**src/rtl/bram_loader_pkg.sv**
```systemverilog
// rtl/bram_loader_pkg.sv - shared defaults and FSM encoding for the BRAM row loader
package bram_loader_pkg;

    localparam int ABITS_DEF = 8;
    localparam int DBITS_DEF = 512;
    localparam int WBITS_DEF = 32;
    localparam int WPR_DEF   = DBITS_DEF / WBITS_DEF;

    typedef enum logic [1:0] {
        IDLE  = 2'd0,
        FILL  = 2'd1,
        WRITE = 2'd2,
        DONE  = 2'd3
    } state_t;

endpackage

```
**src/rtl/row_packer.sv**
```systemverilog
// rtl/row_packer.sv - packs stream words into one BRAM row, low word first, zero-filled
// Optional byte reversal of each word when BRAM_LOADER_BSWAP_EN is defined.
module row_packer
    import bram_loader_pkg::*;
#(
    parameter int DBITS = DBITS_DEF,
    parameter int WBITS = WBITS_DEF
) (
    input  logic             clk,
    input  logic             rst,
    input  logic             clr_i,
    input  logic             acc_i,
    input  logic             last_i,
    input  logic [WBITS-1:0] data_i,
    output logic             full_o,
    output logic [DBITS-1:0] row_o
);
    localparam int WPR = DBITS / WBITS;
    localparam int CW  = (WPR > 1) ? $clog2(WPR) : 1;

    logic [DBITS-1:0] row_q, row_d;
    logic [CW-1:0]    cnt_q, cnt_d;
    logic [WBITS-1:0] word;

`ifdef BRAM_LOADER_BSWAP_EN
    always_comb begin
        word = '0;
        for (int b = 0; b < WBITS / 8; b++) begin
            word[b*8 +: 8] = data_i[WBITS-8-b*8 +: 8];
        end
    end
`else
    assign word = data_i;
`endif

    assign full_o = acc_i && (cnt_q == CW'(WPR - 1));

    // row_o already contains the word being accepted this cycle
    always_comb begin
        row_o = row_q;
        row_o[int'(cnt_q) * WBITS +: WBITS] = word;
    end

    always_comb begin
        row_d = row_q;
        cnt_d = cnt_q;
        if (clr_i) begin
            row_d = '0;
            cnt_d = '0;
        end else if (acc_i) begin
            if (full_o || last_i) begin
                row_d = '0;
                cnt_d = '0;
            end else begin
                row_d = row_o;
                cnt_d = cnt_q + 1'b1;
            end
        end
    end

    always_ff @(posedge clk) begin
        if (rst) begin
            row_q <= '0;
            cnt_q <= '0;
        end else begin
            row_q <= row_d;
            cnt_q <= cnt_d;
        end
    end

endmodule

```
**src/rtl/bram_loader.sv**
```systemverilog
// rtl/bram_loader.sv - loads a word stream into consecutive BRAM rows, then pulses start
// Define BRAM_LOADER_BSWAP_EN to byte-reverse every accepted word.
module bram_loader
    import bram_loader_pkg::*;
#(
    parameter int ABITS = ABITS_DEF,
    parameter int DBITS = DBITS_DEF,
    parameter int WBITS = WBITS_DEF
) (
    input  logic             clk,
    input  logic             rst,
    input  logic             load_req,
    input  logic [ABITS-1:0] base_addr,
    input  logic [ABITS-1:0] num_rows,
    input  logic             s_valid,
    output logic             s_ready,
    input  logic [WBITS-1:0] s_data,
    input  logic             s_last,
    output logic [ABITS-1:0] wr_addr2,
    output logic [DBITS-1:0] wr_data2,
    output logic             wr_en2,
    output logic             busy,
    output logic             start,
    output logic             err
);
    state_t           state_q, state_d;
    logic [ABITS-1:0] base_q, base_d, wr_addr_q, wr_addr_d;
    logic [ABITS:0]   rows_q, rows_d, row_cnt_q, row_cnt_d, rows_written;
    logic             last_seen_q, last_seen_d, row_full_q, row_full_d, err_q, err_d;
    logic [DBITS-1:0] wr_data_q, wr_data_d, row_next;
    logic             load, accept, word_full, row_done, final_row;

    assign load         = (state_q == IDLE) && load_req;
    assign accept       = (state_q == FILL) && s_valid;
    assign row_done     = accept && (word_full || s_last);
    assign rows_written = row_cnt_q + 1'b1;
    assign final_row    = (rows_written == rows_q);

    row_packer #(
        .DBITS (DBITS),
        .WBITS (WBITS)
    ) u_row_packer (
        .clk    (clk),
        .rst    (rst),
        .clr_i  (load),
        .acc_i  (accept),
        .last_i (s_last),
        .data_i (s_data),
        .full_o (word_full),
        .row_o  (row_next)
    );

    always_comb begin
        state_d     = state_q;
        base_d      = base_q;
        rows_d      = rows_q;
        row_cnt_d   = row_cnt_q;
        wr_addr_d   = wr_addr_q;
        wr_data_d   = wr_data_q;
        last_seen_d = last_seen_q;
        row_full_d  = row_full_q;
        err_d       = err_q;
        case (state_q)
            IDLE: begin
                if (load_req) begin
                    state_d     = FILL;
                    base_d      = base_addr;
                    rows_d      = (num_rows == '0) ? {1'b1, {ABITS{1'b0}}} : {1'b0, num_rows};
                    row_cnt_d   = '0;
                    last_seen_d = 1'b0;
                    row_full_d  = 1'b0;
                    err_d       = 1'b0;
                end
            end
            FILL: begin
                if (row_done) begin
                    state_d     = WRITE;
                    wr_addr_d   = base_q + row_cnt_q[ABITS-1:0];
                    wr_data_d   = row_next;
                    last_seen_d = s_last;
                    row_full_d  = word_full;
                end
            end
            WRITE: begin
                row_cnt_d = rows_written;
                if (final_row || last_seen_q) begin
                    state_d = DONE;
                    // a short final row is a length mismatch too
                    err_d   = !(final_row && last_seen_q && row_full_q);
                end else begin
                    state_d = FILL;
                end
            end
            DONE:    state_d = IDLE;
            default: state_d = IDLE;
        endcase
    end

    always_ff @(posedge clk) begin
        if (rst) begin
            state_q     <= IDLE;
            base_q      <= '0;
            rows_q      <= '0;
            row_cnt_q   <= '0;
            wr_addr_q   <= '0;
            wr_data_q   <= '0;
            last_seen_q <= 1'b0;
            row_full_q  <= 1'b0;
            err_q       <= 1'b0;
        end else begin
            state_q     <= state_d;
            base_q      <= base_d;
            rows_q      <= rows_d;
            row_cnt_q   <= row_cnt_d;
            wr_addr_q   <= wr_addr_d;
            wr_data_q   <= wr_data_d;
            last_seen_q <= last_seen_d;
            row_full_q  <= row_full_d;
            err_q       <= err_d;
        end
    end

    assign s_ready  = (state_q == FILL);
    assign wr_en2   = (state_q == WRITE);
    assign busy     = (state_q == FILL) || (state_q == WRITE);
    assign start    = (state_q == DONE);
    assign err      = err_q;
    assign wr_addr2 = wr_addr_q;
    assign wr_data2 = wr_data_q;

endmodule

```
**config.mk**
```make
export PLATFORM = sky130hd
export DESIGN_NAME = bram_loader
export DESIGN_NICKNAME = d
export VERILOG_FILES = /design/src/rtl/bram_loader_pkg.sv /design/src/rtl/row_packer.sv /design/src/rtl/bram_loader.sv
export SDC_FILE = /design/constraint.sdc
export NUM_CORES = 2
export LEC_CHECK = 0
export CAP_MARGIN = 20
export CORE_MARGIN = 2
export CORE_UTILIZATION = 42
export CTS_CLUSTER_SIZE = 25
export DETAILED_ROUTE_END_ITERATION = 8
export PLACE_DENSITY = 0.72
export SYNTH_ARGS = -nofsm -noshare
export SYNTH_HDL_FRONTEND = slang
export SYNTH_SLANG_ARGS = --single-unit
```
**constraint.sdc**
```tcl
create_clock -name clk -period 3.05 [get_ports clk]
set_clock_uncertainty 0.1 [all_clocks]
set_input_delay 0.61 -clock clk [delete_from_list [all_inputs] [get_ports clk]]
set_output_delay 0.61 -clock clk [all_outputs]
set_load 0.005 [all_outputs]
```
==> flow_summary.toml <==
[clock_tree]
clock_latency_ps = 710
cts_hold_buf = 0
cts.clk_slew.worst_paths_ps = 70
tritoncts = "done"
cts_buffer_depth = 3
postCtsSetupRepairBufs = 0
h-tree-depth = 3
cts-root-buf = "clkbuf_16"
numCtsBuffers = 107
post_cts_resized = 0
clock-sinks = 1067

[floorplanning]
die_area_um2 = 105400
floorplan.core_area_um2 = 101900
initial_core_util_pct = 42.39
die_w_um = 324.7
ios = 578
fp.dieH_um = 324.7
fp-row-count = 117

[route]
vias = 41070
dr.pass1.iters = 7
vias_per_cell = 5.982
wl_per_cell_um = 24.34
routed_wirelength_um = 167100
drc = 0
first_iter_violations = 5077
ant_nets = 0

[sta]
worst_pin_slew_ps = 1133
rsz0062_at_grt = "no"
finalSetupTns_ps = 0
relSlewSlack_pct = 24.49
period_share_pct = 95.49
min_period_ps = 2913
finalHoldViolations = 0
setup_viol = 0
drv_slew = 0
fmax_ghz = 0.3433

[yosys]
yosysWarnings = 0
synth_ff_type = "dfxtp_1"
syn_area_um2 = 43190
synth_cell_types = 55
synth_edf_count = 0
syn_nets = 5136
seq_area_frac_synth_pct = 49.45
ys_seq_elements = 1067
avgSynthCellArea_um2 = 8.526
synthCells = 5066
synthArstFlopShare_pct = 0

[power]
power_frac_seq_pct = 42.5
share_comb_of_total_power_pct = 22.5
p_per_area_nw_per_um2 = 684.7
leakage_nw = 17.77
p_int_mw = 25.81
switching_share_pct = 30.80
clkPwrFrac_pct = 34.9
ir_worst_vdd_uv = 468.8
netSwitchingPower_mw = 11.49

[global_routing]
grt_pass1_vias = 37700
grt_usage_pct = 30.23
grt_pass1_wl_um = 245500
antenna_found_initial = 7
grt_max_degree = 162
gr-total-overflow = 0

[place]
port_buffers = 577
dp_hpwl_um = 110800
gp_congestion = 0.8777

[finish]
most-common-layout-cells = "nor2_1, dfxtp_1, clkdlybuf4s50_1, a211oi_1, a22oi_1"
multi_input_area_um2 = 19520
drive_above_1_share_pct = 8.558
fillers = 9229
area_growth_pct = 26.10
fin_util_pct = 53.46
nNetsFinal = 5481
layout_commonest_cell = "nor2_1"
ff_latch_area_um2 = 21360

[setup_path]
arrival_ps = 3380
cp_max_fo = 16
crit_type = "register to register"
required_ps = 3520
cp-end-kind = "register"
startpoint_type = "register"

[job]
maxCapViolCount = 0

[outcome]
status = "finished clean"

[worst_hold_path]
hp-class = "input pin to register"
==> power by group through the flow <==
stage / Combinational, mW / Sequential [mW] / Clock (mW)
after global routing: 8.99 / 15.9 / 13.7
final: 8.41 / 15.9 / 13.0
after global placement: 8.22 / 16.1 / 0
after CTS: 8.35 / 15.8 / 13.1
after floorplan: 3.96 / 15.9 / 0
after detailed placement: 8.31 / 16.1 / 0
==> layer usage <==
metal	up-vias	wire length, um	track usage, %
li1	18660	-	-
met1	19790	68120	40.26
met2	2224	73880	46.06
met3	396	16000	6.351
met4	2	9136	15.79
met5	-	16	0
==> layout make-up <==
cell class / instances / share of cell area (%)
Tap cell: 1368 / 3.142
Clock buffer: 157 / 5.720
Sequential cell: 1067 / 39.22
Timing Repair Buffer: 802 / 15.37
Antenna cell: 6 / 0.02757
Inverter: 17 / 0.1172
Multi-Input combinational cell: 3416 / 35.83
Clock inverter: 33 / 0.5697
==> sequential cells by signal, summed over array words and instances, names as in the netlist <==
name and flops:
u_row_packer.cnt_q 4, state_q 2, rows_q 9, wr_data2 512, row_full_q 1, last_seen_q 1
base_q 8, u_row_packer.row_q 512, err 1, row_cnt_q 9, wr_addr2 8
==> logic make-up after synthesis <==
group / after synthesis / share of synthesized area [%]
AO/OA/AOI/OAI: 1129 / 19.91
XOR/XNOR: 17 / 0.3621
adder cells (fa/ha/maj): 17 / 0.5098
buffers and inverters: 583 / 5.799
flip-flops: 1067 / 49.45
multiplexers: 164 / 3.800
AND/OR/NAND/NOR: 2089 / 20.16
==> final timing paths <==
check	start	end	slack (ps)	cells past startpoint
setup / recovery	u_row_packer.cnt_q[0]	wr_data2[297]	140	7
hold / removal	rst	wr_data2[424]	270	2
setup reg to reg	u_row_packer.cnt_q[0]	wr_data2[297]	140	7
hold reg to reg	wr_addr2[2]	wr_addr2[2]	360	2
==> cells in the mapped netlist, types with 22 or more instances <==
| library cell | instances | area share, % |
|---|---|---|
| a311oi_1 | 69 | 1.4 |
| buf_4 | 24 | 0.42 |
| nand2b_1 | 35 | 0.51 |
| dfxtp_1 | 1067 | 49 |
| a32oi_1 | 144 | 2.9 |
| a22oi_1 | 377 | 6.6 |
| mux2i_1 | 164 | 3.8 |
| nor2_1 | 1371 | 12 |
| nand3_1 | 78 | 0.90 |
| nand4_1 | 22 | 0.32 |
| buf_1 | 43 | 0.37 |
| nand2_1 | 187 | 1.6 |
| a21oi_1 | 47 | 0.54 |
| and3_1 | 39 | 0.56 |
| clkbuf_1 | 343 | 3.0 |
| buf_2 | 151 | 1.7 |
| a211oi_1 | 446 | 7.8 |
| nor3_1 | 311 | 3.6 |
==> metrics by stage <==
stage / cell area [um^2] / worst slack [ps] / power, mW / instances / hold slack, ps
after floorplan: 43190 / 619.0 / 19.82 / 5066 / 340.6
after global placement: 51030 / 269.1 / 24.34 / 6670 / 344.0
after detailed placement: 51030 / 216.7 / 24.43 / 6670 / 354.5
after CTS: 54450 / 183.6 / 37.30 / 6860 / 240.0
after global routing: 54460 / 15.83 / 38.59 / 6863 / 274.0
final: 54470 / 137.5 / 37.30 / 6866 / 267.3
==> critical path, stage by stage (launching register included) <==
cell,delay (ps)
dfxtp_1,450
inv_1,200
ha_4,240
xnor2_4,360
nand3_2,560
buf_4,400
a211oi_1,380
nor3_1,80
Power figures use the tool's default switching activity.
